--- src/rtl/pipe_control.sv ---
`default_nettype none
// ============================================================================
// Module      : pipe_control
// Description : Pipelined MIPS control unit. Decodes the ID instruction into
//               a 10-bit control word, carries word and destination register
//               through EX/MEM/WB, handles load-use stalls, multi-cycle MUL
//               holds in EX and squashes illegal instructions to bubbles.
// Revision    : 1.0 - initial release
// ============================================================================
module pipe_control #(
    parameter int MUL_CYCLES = 3,
    parameter int REG_W      = 5
) (
    input  logic             clk,
    input  logic             rst,
    input  logic [31:0]      instructionIn,
    input  logic             instrValid,
    output logic             fetchStall,
    output logic [9:0]       exCtrlOut,
    output logic [9:0]       memCtrlOut,
    output logic [9:0]       wbCtrlOut,
    output logic [REG_W-1:0] exDest,
    output logic [REG_W-1:0] memDest,
    output logic [REG_W-1:0] wbDest,
    output logic             mulBusy,
    output logic             illegalOut
);

    localparam int CNT_W = 4;

    localparam logic [5:0] OP_NOP   = 6'd0;
    localparam logic [5:0] OP_RTYPE = 6'd2;
    localparam logic [5:0] OP_LW    = 6'd3;
    localparam logic [5:0] OP_SW    = 6'd4;

    localparam logic [5:0] FN_ADD = 6'h20;
    localparam logic [5:0] FN_SUB = 6'h22;
    localparam logic [5:0] FN_MUL = 6'h32;
    localparam logic [5:0] FN_AND = 6'h24;
    localparam logic [5:0] FN_OR  = 6'h25;

    localparam logic [2:0] ALU_ADD = 3'b000;
    localparam logic [2:0] ALU_SUB = 3'b001;
    localparam logic [2:0] ALU_MUL = 3'b010;
    localparam logic [2:0] ALU_AND = 3'b011;
    localparam logic [2:0] ALU_OR  = 3'b100;

    // Control word layout: valid, regWrite, memToReg, memRead, memWrite,
    // aluSrc, regDst, aluOp[2:0]
    localparam logic [9:0] CW_RTYPE = 10'b11_0000_1000;
    localparam logic [9:0] CW_LW    = 10'b11_1101_0000;
    localparam logic [9:0] CW_SW    = 10'b10_0011_0000;

    localparam logic [CNT_W-1:0] MUL_LOAD = CNT_W'(MUL_CYCLES - 1);

    // Instruction fields
    logic [5:0]       opcode;
    logic [5:0]       funct;
    logic [REG_W-1:0] rs;
    logic [REG_W-1:0] rt;
    logic [REG_W-1:0] rd;
    logic             unused_shamt;

    assign opcode       = instructionIn[31:26];
    assign funct        = instructionIn[5:0];
    assign rs           = REG_W'(instructionIn[25:21]);
    assign rt           = REG_W'(instructionIn[20:16]);
    assign rd           = REG_W'(instructionIn[15:11]);
    assign unused_shamt = ^instructionIn[10:6];

    // Stage registers
    logic [9:0]       exCtrl_q,  exCtrl_d;
    logic [9:0]       memCtrl_q, memCtrl_d;
    logic [9:0]       wbCtrl_q,  wbCtrl_d;
    logic [REG_W-1:0] exDest_q,  exDest_d;
    logic [REG_W-1:0] memDest_q, memDest_d;
    logic [REG_W-1:0] wbDest_q,  wbDest_d;
    logic [CNT_W-1:0] mulCnt_q,  mulCnt_d;
    logic             illegal_q, illegal_d;

    // ID decode results
    logic [9:0]       idWord;
    logic [REG_W-1:0] idDest;
    logic             idUsesRs;
    logic             idUsesRt;
    logic             idIllegal;
    logic             idIsMul;

    logic             exIsLoad;
    logic             loadUse;
    logic             mulHold;

    // Decode the ID instruction into a control word, destination and sources
    always_comb begin
        idWord    = '0;
        idDest    = '0;
        idUsesRs  = 1'b0;
        idUsesRt  = 1'b0;
        idIllegal = 1'b0;
        idIsMul   = 1'b0;
        if (instrValid) begin
            case (opcode)
                OP_NOP: begin
                    idWord = '0;
                end
                OP_RTYPE: begin
                    idWord   = CW_RTYPE;
                    idDest   = rd;
                    idUsesRs = 1'b1;
                    idUsesRt = 1'b1;
                    case (funct)
                        FN_ADD: idWord[2:0] = ALU_ADD;
                        FN_SUB: idWord[2:0] = ALU_SUB;
                        FN_AND: idWord[2:0] = ALU_AND;
                        FN_OR:  idWord[2:0] = ALU_OR;
                        FN_MUL: begin
                            idWord[2:0] = ALU_MUL;
                            idIsMul     = 1'b1;
                        end
                        default: begin
                            // Unknown funct: squash to a bubble with no sources
                            idWord    = '0;
                            idDest    = '0;
                            idUsesRs  = 1'b0;
                            idUsesRt  = 1'b0;
                            idIllegal = 1'b1;
                        end
                    endcase
                end
                OP_LW: begin
                    idWord   = CW_LW;
                    idDest   = rt;
                    idUsesRs = 1'b1;
                end
                OP_SW: begin
                    idWord   = CW_SW;
                    idUsesRs = 1'b1;
                    idUsesRt = 1'b1;
                end
                default: begin
                    idIllegal = 1'b1;
                end
            endcase
            // Writes to register 0 are discarded
            if (idDest == '0) begin
                idWord[8] = 1'b0;
            end
        end
    end

    // A valid load in EX blocks any ID instruction reading its destination
    assign exIsLoad = exCtrl_q[9] & exCtrl_q[6];
    assign loadUse  = exIsLoad && (exDest_q != '0) &&
                      ((idUsesRs && (rs == exDest_q)) ||
                       (idUsesRt && (rt == exDest_q)));
    assign mulHold  = (mulCnt_q != '0);

    assign fetchStall = mulHold | loadUse;

    // Next-state selection: MUL hold, then load-use bubble, then normal advance
    always_comb begin
        exCtrl_d  = exCtrl_q;
        exDest_d  = exDest_q;
        illegal_d = 1'b0;
        mulCnt_d  = '0;
        memCtrl_d = exCtrl_q;
        memDest_d = exDest_q;
        wbCtrl_d  = memCtrl_q;
        wbDest_d  = memDest_q;
        if (mulHold) begin
            memCtrl_d = '0;
            memDest_d = '0;
            mulCnt_d  = mulCnt_q - CNT_W'(1);
        end else if (loadUse) begin
            exCtrl_d = '0;
            exDest_d = '0;
        end else begin
            exCtrl_d  = idWord;
            exDest_d  = idDest;
            illegal_d = idIllegal;
            mulCnt_d  = idIsMul ? MUL_LOAD : '0;
        end
    end

    // Stage and hold-counter registers
    always_ff @(posedge clk or posedge rst) begin
        if (rst) begin
            exCtrl_q  <= '0;
            memCtrl_q <= '0;
            wbCtrl_q  <= '0;
            exDest_q  <= '0;
            memDest_q <= '0;
            wbDest_q  <= '0;
            mulCnt_q  <= '0;
            illegal_q <= 1'b0;
        end else begin
            exCtrl_q  <= exCtrl_d;
            memCtrl_q <= memCtrl_d;
            wbCtrl_q  <= wbCtrl_d;
            exDest_q  <= exDest_d;
            memDest_q <= memDest_d;
            wbDest_q  <= wbDest_d;
            mulCnt_q  <= mulCnt_d;
            illegal_q <= illegal_d;
        end
    end

    assign exCtrlOut  = exCtrl_q;
    assign memCtrlOut = memCtrl_q;
    assign wbCtrlOut  = wbCtrl_q;
    assign exDest     = exDest_q;
    assign memDest    = memDest_q;
    assign wbDest     = wbDest_q;
    assign mulBusy    = mulHold;
    assign illegalOut = illegal_q;

endmodule
`default_nettype wire

--- config.mk ---
export PLATFORM = sky130hd
export DESIGN_NAME = pipe_control
export DESIGN_NICKNAME = d
export VERILOG_FILES = /design/src/rtl/pipe_control.sv
export SDC_FILE = /design/constraint.sdc
export NUM_CORES = 1
export LEC_CHECK = 0
export ABC_AREA = 1
export BUFFER_PORTS_ARGS = -buffer_cell sky130_fd_sc_hd__buf_2
export CORE_MARGIN = 2
export CORE_UTILIZATION = 45
export DETAILED_ROUTE_END_ITERATION = 8
export PLACE_DENSITY = 0.74
export SLEW_MARGIN = 20
export SYNTH_ARGS = -nofsm -noshare
export SYNTH_HDL_FRONTEND = slang
export SYNTH_SLANG_ARGS = --single-unit
export TNS_END_PERCENT = 5
--- constraint.sdc ---
create_clock -name clk -period 2.5 [get_ports clk]
set_input_delay 0.125 -clock clk [delete_from_list [all_inputs] [get_ports clk]]
set_output_delay 0.125 -clock clk [all_outputs]
set_load 0.02 [all_outputs]
==> key figures <==
Run status
  • Status: finished, final reports clean

Placement
  • Routability congestion estimate: 0.7999
  • Cells after DPL: approximately 350
  • Post-DP HPWL: approximately 3200 um
  • Port Buf Inserts: a little under 80

Floorplanning
  • Die area: 5363 um^2
  • Die width: about 73 um
  • Die height: about 73 um
  • Core area: 4661 um^2
  • # IOs: 83
  • Initial Util: about 46%
  • Number of cell rows: 25

Routing
  • Via density: around 4.7
  • WL per Instance: around 12 um
  • Via count: 1700
  • Initial DRC count: 121
  • Final ANT Viol Nets: 0
  • DR pass1 iterations: 4
  • DRC Markers: 0
  • Drt total wl: 4150 um

Clock network
  • CTS tree: done
  • H-tree levels: 2
  • Post-CTS Setup Bufs: 0
  • # resized after CTS: 0
  • Clk sinks: 47
  • Clk root buf: clkbuf_8
  • Cts bufs inserted: 5
  • Clk_lat worst skew: 0.30 ns
  • Register clock-pin slew on the reported worst setup and hold paths: 0.08 ns
  • # hold bufs at CTS: 0
  • Max Root-Sink Buffers: 2

Logic synthesis
  • Synth Area in Simple Gates: between 20% and 30%
  • Syn_nets: 264
  • Ys flop type: dfrtp_1
  • Mux share of post-synthesis cell area: 0%
  • Post-synth top area share: 54.52%
  • Post-synthesis xor/xnor area fraction: 2.436%
  • Synth Warn #: 0
  • Top cells by area, synth: dfrtp_1 55%, nand2_1 7.5%, inv_1 5.2%, o22ai_2 5.2%, nor2_1 4.5%
  • Register area share after synthesis: 54.52%
  • Post-synth EDFFs: 0
  • Synth area leader: dfrtp_1
  • Syn Area/Cell: approximately 9.5 um^2
  • #FFs+latches synth: 47
  • Synth async-reset ratio: 100.0%
  • Largest family of logic cells by synthesized area: simple AND/OR/NAND/NOR gates
  • Yosys cell types: 33
  • Cell area after synthesis: 2157 um^2
  • Compound-Gate Fraction of Synth Area: 7.599%
  • Post-synthesis adder-cell area fraction: 0.5800%
  • Cells after Synth: 228

Timing
  • Maximum clock frequency: about 490 MHz
  • Least-Margin Pin Slew: 0.9300 ns
  • Final Slew Violations: 0
  • Worst Clk Skew: 0.004272 ns
  • Fin. Hold Viols: 0
  • Final setup vio count: 0
  • TNS Setup: 0 ns
  • Part of the cycle the worst path needs: slightly above 80%
  • Min cycle time layout: 2.039 ns
  • RSZ-0062 raised after global routing: false
  • Slew HR: 37.91%

Hold path
  • HP Class: input pin to asynchronous set/reset pin

Final layout
  • Antenna diodes: 0
  • Non-filler cells, final: 360
  • Area growth syn-to-layout: 23.26%
  • Share of post-route cells with drive strength above 1: 39.22%
  • Fillers: about 430
  • Nets: 341

Critical path
  • Critical Path AT: 1.91 ns
  • Critical Path RT: 2.38 ns
  • Reg-to-Reg Start: exDest[4]
  • Critical Path Source Type: flop
  • Crit path from: exDest[4]
  • Setup CP Type: flop to primary output
  • Critical Path Fanout Max: 13
  • Crit. End Element: primary output

Power and ir drop
  • Maximum vdd drop: 0.2642 mV
  • Leakage dissipation: 0.001552 uW
  • Power Density: between 600 and 700 nW/um^2

Global routing
  • Global-route wire length before repair: around 6600 um
  • Vias in the first global route: 1567
  • Grt ovf: 0
  • Global Route Usage Sum: 15.88%
  • Antenna violations before repair: 0
  • Largest net degree at the start of global routing: 48

Flow run
  • Max Cap Violations: 0
-- critical path, stage by stage, from the launching register on --
cell     delay, ns
dfrtp_1       0.45
inv_2         0.08
nand2_1       0.06
nand2_1       0.04
nor4_1        0.30
nand3_1       0.11
nand2_1       0.08
nand2_2       0.08
nand2_4       0.19
buf_2         0.21
-- kinds of logic (layout without fill, tap and decap cells) --
| logic type | count (synthesis) | in the layout |
|---|---|---|
| buffers and inverters | 46 | 124 |
| and+or+nand+nor | 110 | 110 |
| xor gates and xnor gates | 6 | 6 |
| AOI/OAI and AO/OA | 18 | 18 |
| DFF | 47 | 47 |
| adders and majority gates | 1 | 1 |
-- state kept, by name (all words and copies together) (netlist names) --
signal      cells
memDest         5
mulCnt_q        4
memCtrlOut      9
exDest          5
wbCtrlOut       9
wbDest          5
exCtrlOut       9
illegalOut      1
-- path summary, 6_finish.rpt --
| kind | to | slack, ns | cells past startpoint |
|---|---|---|---|
| min in group clk | illegalOut | 0.18 | 3 |
| min | wbCtrlOut[1] | 0.03 | 2 |
| max in group asynchronous | exCtrlOut[3] | 1.89 | 2 |
| max | fetchStall | 0.46 | 9 |
| max reg2reg | exCtrlOut[3] | 0.87 | 9 |
| min reg2reg | wbCtrlOut[2] | 0.37 | 0 |
-- cells in the final DEF (no fill, tap or decap), drive strengths merged --
| cell type | netlist | layout |
|---|---|---|
| a21oi | 1 | 1 |
| buf | 7 | 78 |
| clkbuf | 1 | 6 |
| clkinv | 1 | 2 |
| clkinvlp | 0 | 1 |
| dfrtp | 47 | 47 |
| ha | 1 | 1 |
| inv | 37 | 37 |
| nand2 | 50 | 50 |
| nand3 | 14 | 14 |
| nand3b | 2 | 2 |
| nand4 | 7 | 7 |
| nor2 | 31 | 31 |
| nor3 | 2 | 2 |
| nor4 | 2 | 2 |
| o211ai | 1 | 1 |
| o21ai | 4 | 4 |
| o22ai | 12 | 12 |
| or2 | 2 | 2 |
| xnor2 | 2 | 2 |
| xor2 | 4 | 4 |
-- area by class of cell --
type | instances | area (um^2) | area share [%]
inverters | 38 | 142.6 | 5.365
repair buffers | 78 | 392.9 | 14.78
clock buffers | 6 | 82.58 | 3.106
clock inverters | 2 | 16.27 | 0.6118
multi-input cells | 135 | 780.7 | 29.36
well taps | 54 | 67.56 | 2.541
flip-flops and latches | 47 | 1176 | 44.24
-- report_power, final --
group | switching [uW] | internal, uW
clock | 248 | 226
sequential | 30.2 | 810
combinational | 287 | 143
-- stage by stage --
stage	setup WS [ns]	util [%]	hold slack [ns]	power, uW	cell area [um^2]
6_report	0.4606	57.05	0.03115	1744	2659
2_1_floorplan	0.9159	-	0.3573	1198	2157
5_1_grt	0.2391	57.05	0.1307	1842	2659
3_3_place_gp	0.7659	54.93	0.3517	1280	2560
3_5_place_dp	0.7709	54.93	0.3583	1291	2560
4_1_cts	0.4313	57.05	0.06756	1763	2659
-- synth_stat cells, types with 2 or more instances --
cell and instances:
nand3_1 13, nand2_2 4, nand2_4 3, buf_2 2
nand4_1 7, o22ai_1 3, xnor2_1 2, inv_1 30
inv_2 7, o22ai_2 9, o21ai_0 3, nor4_1 2
buf_4 3, nor3_1 2, xor2_1 4, nor2_2 3
or2_2 2, dfrtp_1 47, nor2_1 26, nand2_1 43
-- per-layer routing --
layer	vias to the layer above	global-route usage (%)	wire length, um
met5	-	0	0
met4	0	6.173	72
met3	5	4.282	252
met2	60	26.13	1865
met1	768	19.87	1961
li1	867	-	-
Note: power is estimated with default switching activity, not from simulation.
